===== src/rtl/cpu_run_controller.sv =====
// Run/step sequencer for the Hack-style CPU: produces a single clock-enable
// for CPU/ROM/RAM with divided free-run, single-step, halt, PC breakpoint and write watchpoint.
module cpu_run_controller #(
   parameter int unsigned DIV = 2,
   parameter int unsigned AW  = 15
) (
   input  logic          clk,
   input  logic          reset,
   input  logic          run_mode,
   input  logic          step_btn,
   input  logic          halt_req,
   input  logic          bp_en,
   input  logic [AW-1:0] bp_addr,
   input  logic          watch_en,
   input  logic [AW-1:0] watch_addr,
   input  logic [AW-1:0] pc,
   input  logic          writeM,
   input  logic [AW-1:0] addressM,
   output logic          cpu_en,
   output logic [1:0]    state,
   output logic [1:0]    hit_cause,
   output logic [31:0]   cycle_count
);

   typedef enum logic [1:0] {
      ST_HALT = 2'd0,
      ST_RUN  = 2'd1,
      ST_STEP = 2'd2,
      ST_BRK  = 2'd3
   } run_state_t;

   localparam logic [7:0] DIV_LAST = 8'(DIV - 1);

   run_state_t  state_q, state_d;
   logic [1:0]  cause_q, cause_d;
   logic [7:0]  div_cnt;
   logic [31:0] cycle_cnt;
   logic        step_q;
   logic        step_edge, bp_match, watch_match, div_last;

   assign step_edge   = step_btn & ~step_q;
   assign bp_match    = bp_en & (pc == bp_addr);
   assign div_last    = (div_cnt == DIV_LAST);
   assign watch_match = watch_en & writeM & (addressM == watch_addr) & cpu_en;

   // Gated by reset so no enable is ever issued on a reset edge.
   always_comb begin
      cpu_en = 1'b0;
      case (state_q)
         ST_RUN:  cpu_en = div_last & run_mode & ~halt_req & ~bp_match;
         ST_STEP: cpu_en = ~halt_req;
         default: cpu_en = 1'b0;
      endcase
      cpu_en = cpu_en & reset;
   end

   always_comb begin
      state_d = state_q;
      cause_d = 2'b00;
      case (state_q)
         ST_HALT: begin
            if (halt_req)       state_d = ST_HALT;
            else if (run_mode)  state_d = ST_RUN;
            else if (step_edge) state_d = ST_STEP;
         end
         ST_RUN: begin
            if (halt_req || !run_mode) begin
               state_d = ST_HALT;
            end else if (div_last && bp_match) begin
               state_d = ST_BRK;
               cause_d = 2'b01;
            end else if (watch_match) begin
               state_d = ST_BRK;
               cause_d = 2'b10;
            end
         end
         ST_STEP: state_d = ST_HALT;
         ST_BRK: begin
            if (halt_req || !run_mode) state_d = ST_HALT;
            else if (step_edge)        state_d = ST_STEP;
            else                       cause_d = cause_q;
         end
         default: state_d = ST_HALT;
      endcase
   end

   always_ff @(posedge clk) begin
      if (!reset) begin
         state_q   <= ST_HALT;
         cause_q   <= 2'b00;
         div_cnt   <= '0;
         cycle_cnt <= '0;
         step_q    <= 1'b1;
      end else begin
         state_q <= state_d;
         cause_q <= cause_d;
         step_q  <= step_btn;
         if (cpu_en) cycle_cnt <= cycle_cnt + 32'd1;
         if (state_q == ST_RUN && state_d == ST_RUN)
            div_cnt <= div_last ? '0 : div_cnt + 8'd1;
         else
            div_cnt <= '0;
      end
   end

   assign state       = state_q;
   assign hit_cause   = cause_q;
   assign cycle_count = cycle_cnt;

endmodule


===== config.mk =====
export PLATFORM = sky130hd
export DESIGN_NAME = cpu_run_controller
export DESIGN_NICKNAME = d
export VERILOG_FILES = /design/src/rtl/cpu_run_controller.sv
export SDC_FILE = /design/constraint.sdc
export NUM_CORES = 1
export LEC_CHECK = 0
export ABC_AREA = 1
export BUFFER_PORTS_ARGS = -buffer_cell sky130_fd_sc_hd__buf_2
export CAP_MARGIN = 25
export CORE_ASPECT_RATIO = 0.8
export CORE_MARGIN = 5
export CORE_UTILIZATION = 38
export DETAILED_ROUTE_END_ITERATION = 8
export SLEW_MARGIN = 20
export SYNTH_ARGS = -nofsm -noshare
export SYNTH_HDL_FRONTEND = slang
export SYNTH_SLANG_ARGS = --single-unit

===== constraint.sdc =====
create_clock -name clk -period 3 [get_ports clk]
set_input_delay 0.6 -clock clk [delete_from_list [all_inputs] [get_ports clk]]
set_output_delay 0.6 -clock clk [all_outputs]
set_load 0.1 [all_outputs]

==> results.cfg <==
[routing]
drt-pass1-iter-count = 4
drt-total-wl_mm = 8.527
routed_wire_length_per_instance_um = 11.63
wl_met1_mm = 4.137
highest_layer = met4
met2WireLength_mm = 3.626
met3_routed_wl_um = 684
drt_first_iter_violations = 207
detail-route-antenna-nets = 0
vias_per_instance = 4.614
vias = 3382
route.detailed.drc = 0

[grt]
grt_antenna_before_repair = 0
global_route.overflow_total = 0
track_usage_pct = 16.04
grt_first_pass_wirelength_mm = 14.01
grt_start_max_net_pins = 28
grt_pass1_vias = 3049

[critical_path]
worst_ep_required_time_ns = 2.40
critPathMaxFanout = 4
launch_point_of_the_worst_path = div_cnt[0]$_SDFF_PP0_
worst-setup-path-type = reg2out
timing.critical_path.buf_inv = 3
critical-path-top-cell-by-count = sky130_fd_sc_hd__nor2_1
worst_path_largest_cell_delay_ns = 0.40
worst_setup_path_end_kind = output pin
path_delay_family = simple AND/OR/NAND/NOR gates
cp_cell_sequence = ha_1 > inv_1 > nor2_1 > nand4_1 > nor2_1 > nand2_1 > nand2_2 > nand2_4 > inv_2 > buf_12
crit_slowest_cell = sky130_fd_sc_hd__dfxtp_1
setup.worst_path.start_class = register
reg2reg_launch_point = div_cnt[0]$_SDFF_PP0_
crit_arrival_ns = 1.76

[yosys]
yosys.area.top_type = sky130_fd_sc_hd__dfxtp_1
yosys-mux-area-fraction_pct = 0
synth.net_count = 589
postSynthCellCount = 514
synth_top_family_by_area = simple AND/OR/NAND/NOR gates
synth_area_mm2 = 0.003247
synthesis.area_per_instance_um2 = 6.317
synth_compound_area_share_pct = 7.322
yosys.area_share.simple_pct = 43.31
async_reset_ff_share_pct = 0
synthTopCellsByCount = 165 x sky130_fd_sc_hd__nand2_1, 72 x sky130_fd_sc_hd__inv_1, 51 x sky130_fd_sc_hd__nor2_1
synthTopCellsByArea = sky130_fd_sc_hd__dfxtp_1 28%, sky130_fd_sc_hd__nand2_1 19%, sky130_fd_sc_hd__inv_1 8.3%
synth_xor_xnor_area_share_pct = 8.362
yosys.area_share.adder_pct = 2.697
seq_total_area_yosys_pct = 27.75
ys_types = 33
synth-edff-count = 0
synth_ff_type = sky130_fd_sc_hd__dfxtp_1
yosysWarnings = 0
synth_most_common_cell = sky130_fd_sc_hd__nand2_1
synth.ff_latch_count = 45
yosysTopAreaCellShare_pct = 27.75

[die]
floorplan.die_area_mm2 = 0.01050
die_h_um = 92.68
floorplan.io_pins = 105
die-width_um = 113.3
core_mm2 = 0.008408
rows = 30
floorplan.initialDensity_pct = 38.62

[sta]
maxSlewHeadroom_pct = 48.70
post-route-worst-setup-slack_ns = 0.6400
report.final.slew_viol_count = 0
maxClockFrequency_mhz = 423.7
finalHoldViolations = 0
finalCriticalPeriod_ns = 2.360
rsz0062_at_grt = no
final.setup_skew_ns = 0.005011
final.period_utilization_pct = 78.67
fin_setup_tns_ns = 0
worst_slew_pin_slew_ns = 0.7686
setup_viol_count_final = 0

[power_and_ir_drop]
power.leakage_nw = 1.917
p_per_area_mw_per_mm2 = 289.5
share_of_total_power_in_combinational_logic_pct = 12.1
p_sw_share_pct = 24.87
power.net_switching_w = 0.0002881
share_clk_of_total_power_pct = 36.1
sequential_fraction_of_design_power_pct = 51.8
p_int_w = 0.0008700
largest_vdd_supply_drop_uv = 181.4

[cells_and_area]
design.final.nets = 695
synthToLayoutAreaGrowth_pct = 23.20
final_layout_size_suffix_gt1_share_pct = 25.93
num_antenna_cells = 0

[place]
gpl.final_weighted_congestion = 0.9031
place_hpwl_mm = 7.038
buffer_ports.inserted = 104
post-place-ws_ns = 0.7131

[min_path]
timing.hold.worst.start = hit_cause[0]$_SDFFE_PN0P_
hp-class = reg2reg

[clock_network]
cts.sinks = 45
ctsLongestPathBuffers = 2
post_cts_clock_slew_at_the_launch_and_capture_registers_of_the_worst_setup_and_hold_paths_ns = 0.09
post_cts_resized = 0
clk_latency_ns = 0.30
cts-root-buf = sky130_fd_sc_hd__clkbuf_8
postCtsSetupBuffers = 0
tritoncts_clock_tree = built
ctsHoldBuffers = 0
h_tree_depth = 2
cts_made_buffers = 5

[outcome]
run_status = complete, no violations

[flow_run]
timing.max_cap.violations = 0
[state kept, by name, indices dropped and copies added, names as in the netlist]
| signal | flops |
|---|---|
| cycle_count | 32 |
| div_cnt | 8 |
| hit_cause | 2 |
| state | 2 |
| step_q | 1 |
[worst reg2reg max path, stage by stage (launching register included)]
cell                      delay, ns
sky130_fd_sc_hd__dfxtp_1       0.40
sky130_fd_sc_hd__ha_1          0.17
sky130_fd_sc_hd__inv_1         0.04
sky130_fd_sc_hd__nor2_1        0.09
sky130_fd_sc_hd__nand4_1       0.17
sky130_fd_sc_hd__nor2_1        0.12
sky130_fd_sc_hd__nand2_1       0.07
sky130_fd_sc_hd__nand2_2       0.09
sky130_fd_sc_hd__nand2_4       0.05
sky130_fd_sc_hd__buf_4         0.21
sky130_fd_sc_hd__nor2_4        0.16
sky130_fd_sc_hd__nand2_1       0.12
sky130_fd_sc_hd__o31ai_1       0.22
sky130_fd_sc_hd__nor2_1        0.06
[power groups by stage]
| stage | sequential (W) | combinational [W] | clock, W |
|---|---|---|---|
| global placement | 0.000614 | 0.000138 | 0 |
| global route | 0.000600 | 0.000160 | 0.000459 |
| finish | 0.000600 | 0.000140 | 0.000418 |
| CTS | 0.000600 | 0.000142 | 0.000430 |
| detailed placement | 0.000614 | 0.000141 | 0 |
| floorplan | 0.000620 | 0.0000713 | 0 |
[worst paths after layout]
kind | cells past startpoint | endpoint | slack, ns
min reg2reg | 2 | hit_cause[0]$_SDFFE_PN0P_ | 0.46
max | 10 | cpu_en | 0.64
max reg2reg | 13 | cycle_count[10]$_SDFFE_PN0N_ | 0.93
min | 2 | hit_cause[0]$_SDFFE_PN0P_ | 0.46
[per-stage QoR]
step	util (%)	std cells	hold slack (ns)	instance area, um^2	power (W)
6_report	47.57	733	0.4637	4000	0.001158
5_1_grt	47.57	733	0.4885	4000	0.001219
4_1_cts	47.57	733	0.4691	4000	0.001172
3_5_place_dp	46.37	725	0.4557	3899	0.0007549
3_3_place_gp	46.37	725	0.4491	3899	0.0007518
2_1_floorplan	-	514	0.4661	3247	0.0006910
[per-layer routing]
metal	up-vias	GRT usage [%]
li1	1808	-
met1	1480	22.58
met2	88	24.90
met3	6	3.592
met4	0	3.704
met5	-	0
[kinds of logic (layout without fill, tap and decap cells)]
family	after synthesis	after routing
flip-flops	45	45
adder cells (fa/ha/maj)	7	7
XOR/XNOR	31	31
AO/OA/AOI/OAI	46	46
AND/OR/NAND/NOR	297	297
buffers and inverters	88	195
[layout by cell type (no fill, tap or decap), types with 5 or more instances in the layout]
master,synthesis,final
sky130_fd_sc_hd__nand2_2,5,5
sky130_fd_sc_hd__xor2_1,24,24
sky130_fd_sc_hd__a21oi_1,33,33
sky130_fd_sc_hd__buf_2,1,103
sky130_fd_sc_hd__inv_2,9,9
sky130_fd_sc_hd__clkbuf_8,0,7
sky130_fd_sc_hd__nand2_1,165,165
sky130_fd_sc_hd__nor3_1,15,15
sky130_fd_sc_hd__ha_1,7,7
sky130_fd_sc_hd__nor2_1,51,51
sky130_fd_sc_hd__nand3_1,11,11
sky130_fd_sc_hd__o21ai_0,8,8
sky130_fd_sc_hd__dfxtp_1,45,45
sky130_fd_sc_hd__nand4_1,12,12
sky130_fd_sc_hd__inv_1,72,72
sky130_fd_sc_hd__nor3_2,12,12
sky130_fd_sc_hd__xnor2_1,7,7
sky130_fd_sc_hd__nor2_2,5,5
[layout make-up]
| cell class | instances | area (um^2) |
|---|---|---|
| multi-input cells | 381 | 2003 |
| clock buffers | 7 | 96.34 |
| clock inverters | 1 | 5.005 |
| inverters | 81 | 304.0 |
| flip-flops and latches | 45 | 900.9 |
| well taps | 112 | 140.1 |
| repair buffers | 106 | 550.5 |
| fillers | 926 | 4408 |
(Power assumes the default switching activity.)
